$ cat src/rtl/tensor_serializer.sv
// Streams a packed tensor one element per valid/ready beat, tagging each with b/c/h/w coordinates and a last flag.
// Optional macro TENSOR_SERIALIZER_PINGPONG_EN adds a pending buffer so consecutive tensors stream with no bubble.
module tensor_serializer #(
  parameter int DATA_WIDTH = 8,
  parameter int BATCH_SIZE = 1,
  parameter int CHANNELS   = 1,
  parameter int HEIGHT     = 2,
  parameter int WIDTH      = 2,
  localparam int TOTAL = BATCH_SIZE * CHANNELS * HEIGHT * WIDTH,
  localparam int BW    = (BATCH_SIZE > 1) ? $clog2(BATCH_SIZE) : 1,
  localparam int CW    = (CHANNELS > 1) ? $clog2(CHANNELS) : 1,
  localparam int HW    = (HEIGHT > 1) ? $clog2(HEIGHT) : 1,
  localparam int WW    = (WIDTH > 1) ? $clog2(WIDTH) : 1
) (
  input  logic                        clk,
  input  logic                        rst,
  input  logic                        load_valid,
  output logic                        load_ready,
  input  logic [TOTAL*DATA_WIDTH-1:0] tensor_in,
  output logic                        m_valid,
  input  logic                        m_ready,
  output logic [DATA_WIDTH-1:0]       m_data,
  output logic [BW-1:0]               m_b,
  output logic [CW-1:0]               m_c,
  output logic [HW-1:0]               m_h,
  output logic [WW-1:0]               m_w,
  output logic                        m_last
);

  typedef enum logic {IDLE, STREAM} state_t;

  localparam logic [BW-1:0] B_MAX = BW'(BATCH_SIZE - 1);
  localparam logic [CW-1:0] C_MAX = CW'(CHANNELS - 1);
  localparam logic [HW-1:0] H_MAX = HW'(HEIGHT - 1);
  localparam logic [WW-1:0] W_MAX = WW'(WIDTH - 1);

  state_t                      state;
  logic [TOTAL*DATA_WIDTH-1:0] act_buf;
  logic                        valid_q;
  logic                        ready_q;
  logic                        ready_nxt;
  logic                        restart;
  logic                        load_fire;
  logic                        beat;
  logic                        at_last;
  logic                        last_beat;

  assign load_fire  = load_valid && ready_q;
  assign beat       = valid_q && m_ready;
  assign at_last    = (m_b == B_MAX) && (m_c == C_MAX) && (m_h == H_MAX) && (m_w == W_MAX);
  assign last_beat  = beat && at_last;
  assign m_valid    = valid_q;
  assign load_ready = ready_q;
  assign m_last     = valid_q && at_last;
  // The active buffer shifts left on every beat, so the current element is always the MSB slice.
  assign m_data     = act_buf[TOTAL*DATA_WIDTH-1 -: DATA_WIDTH];

`ifdef TENSOR_SERIALIZER_PINGPONG_EN
  logic [TOTAL*DATA_WIDTH-1:0] pend_buf;
  logic                        pend_full;
  logic                        pend_full_nxt;

  always_comb begin
    pend_full_nxt = pend_full;
    if (last_beat && pend_full) begin
      pend_full_nxt = 1'b0;
    end else if (load_fire && (state == STREAM) && !last_beat) begin
      pend_full_nxt = 1'b1;
    end
  end

  assign ready_nxt = !pend_full_nxt;
  assign restart   = pend_full || load_fire;

  always_ff @(posedge clk or negedge rst) begin
    if (!rst) begin
      pend_full <= 1'b0;
    end else begin
      pend_full <= pend_full_nxt;
    end
  end

  always_ff @(posedge clk) begin
    if (load_fire && (state == STREAM) && !last_beat) begin
      pend_buf <= tensor_in;
    end
  end
`else
  assign ready_nxt = ((state == IDLE) && !load_fire) || last_beat;
  assign restart   = 1'b0;
`endif

  always_ff @(posedge clk) begin
`ifdef TENSOR_SERIALIZER_PINGPONG_EN
    if (last_beat && pend_full) begin
      act_buf <= pend_buf;
    end else
`endif
    if (load_fire && ((state == IDLE) || last_beat)) begin
      act_buf <= tensor_in;
    end else if (beat) begin
      act_buf <= act_buf << DATA_WIDTH;
    end
  end

  always_ff @(posedge clk or negedge rst) begin
    if (!rst) begin
      state   <= IDLE;
      valid_q <= 1'b0;
      ready_q <= 1'b0;
      m_b     <= '0;
      m_c     <= '0;
      m_h     <= '0;
      m_w     <= '0;
    end else begin
      ready_q <= ready_nxt;
      case (state)
        IDLE: begin
          if (load_fire) begin
            state   <= STREAM;
            valid_q <= 1'b1;
            m_b     <= '0;
            m_c     <= '0;
            m_h     <= '0;
            m_w     <= '0;
          end
        end
        STREAM: begin
          if (beat) begin
            if (at_last) begin
              m_b <= '0;
              m_c <= '0;
              m_h <= '0;
              m_w <= '0;
              if (!restart) begin
                state   <= IDLE;
                valid_q <= 1'b0;
              end
            end else if (m_w != W_MAX) begin
              m_w <= m_w + WW'(1);
            end else begin
              m_w <= '0;
              if (m_h != H_MAX) begin
                m_h <= m_h + HW'(1);
              end else begin
                m_h <= '0;
                if (m_c != C_MAX) begin
                  m_c <= m_c + CW'(1);
                end else begin
                  m_c <= '0;
                  m_b <= m_b + BW'(1);
                end
              end
            end
          end
        end
        default: state <= IDLE;
      endcase
    end
  end

endmodule

$ cat config.mk
export PLATFORM = sky130hd
export DESIGN_NAME = tensor_serializer
export DESIGN_NICKNAME = d
export VERILOG_FILES = /design/src/rtl/tensor_serializer.sv
export SDC_FILE = /design/constraint.sdc
export NUM_CORES = 1
export LEC_CHECK = 0
export ABC_AREA = 1
export CORE_AREA = 2 2 65 67
export CTS_CLUSTER_DIAMETER = 80
export DETAILED_ROUTE_END_ITERATION = 12
export DIE_AREA = 0 0 67 69
export PLACE_DENSITY = 0.77
export SYNTH_ARGS = -nofsm -noshare
export SYNTH_HDL_FRONTEND = slang
export SYNTH_SLANG_ARGS = --single-unit
export TNS_END_PERCENT = 20
$ cat constraint.sdc
create_clock -name clk -period 2.3 [get_ports clk]
set_input_delay 0.23 -clock clk [delete_from_list [all_inputs] [get_ports clk]]
set_output_delay 0.23 -clock clk [all_outputs]
set_load 0.1 [all_outputs]
==> reports/metrics.cfg, run 1 <==
[run_status]
status=finished clean

[drt]
drtPass1Iterations=4
drc=0
num_vias=1239
wl_per_cell_um=11.5
wl_um=3070
drt_iter0_drc=65
viasPerCell=4.64
ant_nets=0

[logic_synthesis]
synth_warnings=0
synth-seq-cells=38
synth_nets=210
async_reset_ff_share_pct=15.8
synth_top_area_cell=edfxtp_1
synth_top_area_share_pct=54.0
synth_common_cells=nand2_1, edfxtp_1, nand3_1
avgSynthCellArea_um2=10.2
syn_inst=174
synth_ff_type=edfxtp_1
yosysMostFrequentCell=nand2_1
synthTopCellsByArea=edfxtp_1, nand2_1, dfrtp_1
ys_types=20
netlist_area_um2=1780
synth-edff-count=32
ys_seq_area_share_pct=62.4

[floorplan]
rows=23
start_util_pct=45.5
design.core.area_um2=3910
die_h_um=69
design.die.area_um2=4620
pin_count=51
die_w_um=67

[global_route]
grt_pass1_vias=1159
antenna_found_initial=0
grt_pass1_wl_um=5210
grt_max_degree=33
grt_usage_pct=15.0
grt_remaining_overflow=0

[sta]
tns_ns=0
period_needed_ns=1.50
fin_crit_sh_pct=65.1
final.setup_skew_ns=0.00634
whs_ns=0.184
fmax_ghz=0.668
setup_viol=0
rsz0062_at_grt=false
finalMaxSlewViolations=0
hold_viol=0

[clock_network]
cts_setup_buffers=0
post_cts_resized=0
path_clk_slew_ns=0.07
h-tree-depth=2
numCtsBuffers=5
cts_tree=built
cts_sinks=38
ctsRootBufferMaster=clkbuf_8
clockBufferDepth=2
cts_hold_buf=0
clock_latency_ns=0.29

[power_and_ir_drop]
p_leak_nw=1.02
p_per_area_nw_per_um2=1310
vdd_drop_max_v=0.000485

[setup_path]
startpoint_type=input pin
rrSetupSlack_ns=0.83
timing.rr.start=m_w$_DFFE_PN0P_
critical_path_class=input pin to flop
r2r_cells=7
endpoint_kind=flop
arrival_ns=1.49
required_ns=2.29
crit_fanout=32
r2r-end=act_buf[13]$_DFFE_PP_

[finish]
drive_gt1_share_pct=18.4
final_nets=252
register_area_um2=1110
fillers=361
multi_input_area_um2=502
area_growth_pct=29.1
fin_util_pct=58.7
diodes=0

[placement]
dpl.hpwl_um=2100
io_buffers=49
gp_congestion=0.773

[min_path]
hp-class=input pin to async pin

[job]
cap_violations=0

-- worst max path at each step --
| stage | end | start |
|---|---|---|
| 3_3_place_gp | act_buf[4]$_SDFFCE_PN0P_ | load_valid |
| 2_1_floorplan | m_last | m_valid$_DFFE_PN0P_ |
| 6_report | act_buf[14]$_DFFE_PP_ | load_valid |
| 5_1_grt | act_buf[14]$_DFFE_PP_ | m_w$_DFFE_PN0P_ |
| 4_1_cts | act_buf[21]$_DFFE_PP_ | load_valid |
| 3_5_place_dp | act_buf[3]$_SDFFCE_PN0P_ | load_valid |
-- logic make-up after synthesis --
kind of cell / Yosys count / synth area share (%)
DFF: 38 / 62.4
AOI/OAI and AO/OA: 5 / 1.55
other: 1 / 0.211
and+or+nand+nor: 99 / 25.6
buffers and inverters: 31 / 10.2
-- power by group --
group          switching (mW)  total [mW]  leakage, nW  internal [mW]
clock                   0.219       0.429       0.0399          0.211
sequential             0.0985        1.18        0.388           1.08
combinational            1.07        1.40        0.588          0.333
total                    1.39        3.01         1.02           1.62
-- final cells by class --
class	instances	share of cell area, %
Timing Repair Buffer	52	21.3
Inverter	14	2.29
Multi-Input combinational cell	105	21.8
Tap cell	50	2.72
Sequential cell	38	48.3
Clock buffer	7	3.32
Clock inverter	1	0.163
-- metal layers --
layer / wire [um] / GRT usage [%]
met1: 1310 / 19.9
met2: 1470 / 22.0
met3: 234 / 5.55
met4: 55 / 6.12
met5: 0 / 0
-- per-stage QoR --
| stage | setup WS (ns) | power (mW) | instances | instance area, um^2 |
|---|---|---|---|---|
| global placement | 0.525 | 2.58 | 259 | 2220 |
| detailed placement | 0.493 | 2.61 | 259 | 2220 |
| global route | 0.660 | 3.18 | 267 | 2300 |
| CTS | 0.803 | 3.03 | 267 | 2300 |
| finish | 0.803 | 3.01 | 267 | 2300 |
| floorplan | 0.115 | 2.37 | 174 | 1790 |
-- placed cells by master (no fill, tap or decap), types with 2 or more instances in the layout --
master and count:
buf_4 16, clkbuf_1 2, clkbuf_8 5, clkdlybuf4s50_1 35, dfrtp_1 6, edfxtp_1 32
inv_1 13, nand2_1 53, nand2_2 5, nand2_4 2, nand3_1 27, nor2_2 9
o21ai_0 3
-- registers in the layout, summed over array words and instances (netlist names) --
signal	cells
m_w	1
state	1
act_buf	32
m_valid	1
m_h	1
load_ready	1
m_b	1
-- critical path, cell delays in order --
cell	delay, ns
clkdlybuf4s50_1	0.45
nand2_1	0.06
inv_2	0.22
nand2_1	0.19
nand2_2	0.12
buf_12	0.20
No activity file was read; power rests on OpenSTA's default activity.
==> run 2, diff against run 1 <==
clock period = 1.4 ns   (was 2.3 ns; I/O delays follow)
==> reports/metrics.cfg, run 2 (synthesis gave the netlist of run 1 again) <==
[setup_path]
startpoint_type=flop
arrival_ns=1.29  ; -0.20 ns
r2r_cells=7  ; unchanged
cp-startpoint=m_w$_DFFE_PN0P_
timing.rr.start=m_valid$_DFFE_PN0P_
critical_path_class=flop to output pin
cp-endpoint=m_last
crit_fanout=2  ; -94%
endpoint_kind=output pin
max_stage_delay_ns=0.43  ; -0.02 ns
r2r-end=act_buf[19]$_DFFE_PP_
rrSetupSlack_ns=0.02  ; -0.81 ns
path_cells=nand2_4 > buf_6 > nor3_4 > buf_12
required_ns=1.26  ; -1.03 ns
slowest_stage=dfrtp_4

[sta]
fin_crit_sh_pct=102
setup_viol=1  ; +1
final.setup_skew_ns=0.00299  ; -0.00334 ns
fmax_ghz=0.699
setup_ws_ns=-0.0316  ; -0.835 ns
period_needed_ns=1.43
finalMaxSlewViolations=0  ; unchanged
whs_ns=0.0892  ; -0.0945 ns
hold_viol=0  ; unchanged
rsz0062_at_grt=true

[clock_network]
cts_hold_buf=0  ; unchanged
cts_setup_buffers=0  ; unchanged
h-tree-depth=2  ; unchanged
ctsRootBufferMaster=clkbuf_8
cts_tree=built
clockBufferDepth=2  ; unchanged
path_clk_slew_ns=0.08  ; about the same
cts_sinks=38  ; unchanged
clock_latency_ns=0.29  ; about the same
numCtsBuffers=5  ; unchanged

[floorplan]
rows=23  ; unchanged
design.core.area_um2=3910  ; unchanged
pin_count=51  ; unchanged
die_w_um=67  ; unchanged
die_h_um=69  ; unchanged
start_util_pct=45.5  ; unchanged
design.die.area_um2=4620  ; unchanged

[global_route]
grt_pass1_wl_um=5420  ; +4.1%
grt_pass1_vias=1254  ; +8.2%
antenna_found_initial=0  ; unchanged
grt_usage_pct=15.5  ; +0.50 points
grt_max_degree=27  ; -18%
grt_remaining_overflow=0  ; unchanged

[drt]
wl_per_cell_um=12.5  ; +9.1%
drtPass1Iterations=4  ; unchanged
num_vias=1321  ; +6.6%
viasPerCell=4.68  ; +0.95%
drt_iter0_drc=45  ; -31%
drc=0  ; unchanged
wl_um=3540  ; +15%
ant_nets=0  ; unchanged

[finish]
fin_util_pct=72.3  ; +14 points
final_cell_mix=nand2_1, clkdlybuf4s50_1, edfxtp_1, buf_12, nand3_2
finalNonFillerCells=282  ; +5.6%
diodes=0  ; unchanged
regMostFlops=act_buf
drive_gt1_share_pct=34.5  ; +16 points
final_nets=267  ; +6.0%
area_growth_pct=59.0
stdcell_area_um2=2830  ; +23%
layout_commonest_cell=nand2_1
largest_reg_flops=32  ; unchanged

[run_status]
failed_checks=setup timing
status=finished, violations left

[power_and_ir_drop]
pwr-share-seq_pct=31.7  ; -7.4 points
p_switching_mw=2.61  ; +88%
combinationalPowerShare_pct=50.7  ; +4.1 points
p_per_area_nw_per_um2=2240  ; +71%
vdd_drop_max_v=0.000876  ; +81%
power_frac_clock_pct=17.6  ; +3.3 points
p_leak_nw=1.21  ; +19%
p_sw_share_pct=41.2  ; -4.9 points
p_int_mw=3.73  ; +130%

[min_path]
hp-class=input pin to async pin

[placement]
dpl.cell_count=273  ; +5.4%
post_dp_cell_area_um2=2570  ; +16%
io_buffers=49  ; unchanged
dpl.hpwl_um=2440  ; +16%
gp_congestion=0.775  ; +0.30%

[job]
cap_violations=0  ; unchanged

==> run 2: cell types whose count changed in the layout (fill, tap and decap cells not counted), sizes merged <==
cell	before	now
buf	17	31
bufinv	0	2
nand2	60	61
clkbuf	7	5
==> run 2: metal layers <==
layer	routed length, um	track usage [%]
met5	0	0
met4	32	4.08
met3	215	5.22
met2	1840	25.5
met1	1450	19.2
==> run 2: area by class of cell <==
type / count / area, um^2
multi-input cells: 106 / 612
clock buffers: 5 / 68.8
inverters: 14 / 55.1
well taps: 50 / 62.6
clock inverters: 3 / 68.8
fillers: 286 / 1080
flip-flops and latches: 38 / 1130
repair buffers: 66 / 837
==> run 2: power by group through the flow <==
stage | clock [mW] | sequential, mW | combinational (mW)
after detailed placement | 0 | 2.03 | 3.01
after global routing | 1.17 | 2.04 | 3.40
after CTS | 1.13 | 2.01 | 3.06
final | 1.11 | 2.01 | 3.21
after global placement | 0 | 2.01 | 2.96
after floorplan | 0 | 2.31 | 1.64
==> run 2: how the worst min path moves through the flow <==
stage	end	slack [ns]	from
finish	m_w$_DFFE_PN0P_	0.09	rst
global route	m_w$_DFFE_PN0P_	0.10	rst
CTS	m_w$_DFFE_PN0P_	0.09	rst
detailed placement	m_w$_DFFE_PN0P_	0.41	rst
global placement	m_w$_DFFE_PN0P_	0.40	rst
floorplan	m_b$_DFFE_PN0P_	-0.16	rst
==> run 2: worst max-delay path, delay by kind of cell, from the launching register on <==
family	cells	cell delay, ns
buffers and inverters	2	0.31
DFF	1	0.43
and+or+nand+nor	2	0.26
==> run 2: repair_timing <==
action / 4_1_cts / 5_1_grt
gates resized for setup: 2 / 21
endpoints found under the setup margin: 11 / 30
gates cloned: 0 / 1
pin swaps: 0 / 3
==> run 2: per-stage QoR <==
stage / setup slack (ns) / total power [mW] / setup TNS [ns]
3_3_place_gp: -0.133 / 4.97 / -4.56
2_1_floorplan: -0.252 / 3.95 / -12.88
4_1_cts: -0.0560 / 6.20 / -0.0560
6_report: -0.0316 / 6.33 / -0.0316
5_1_grt: -0.0693 / 6.61 / -0.356
3_5_place_dp: -0.142 / 5.05 / -4.90
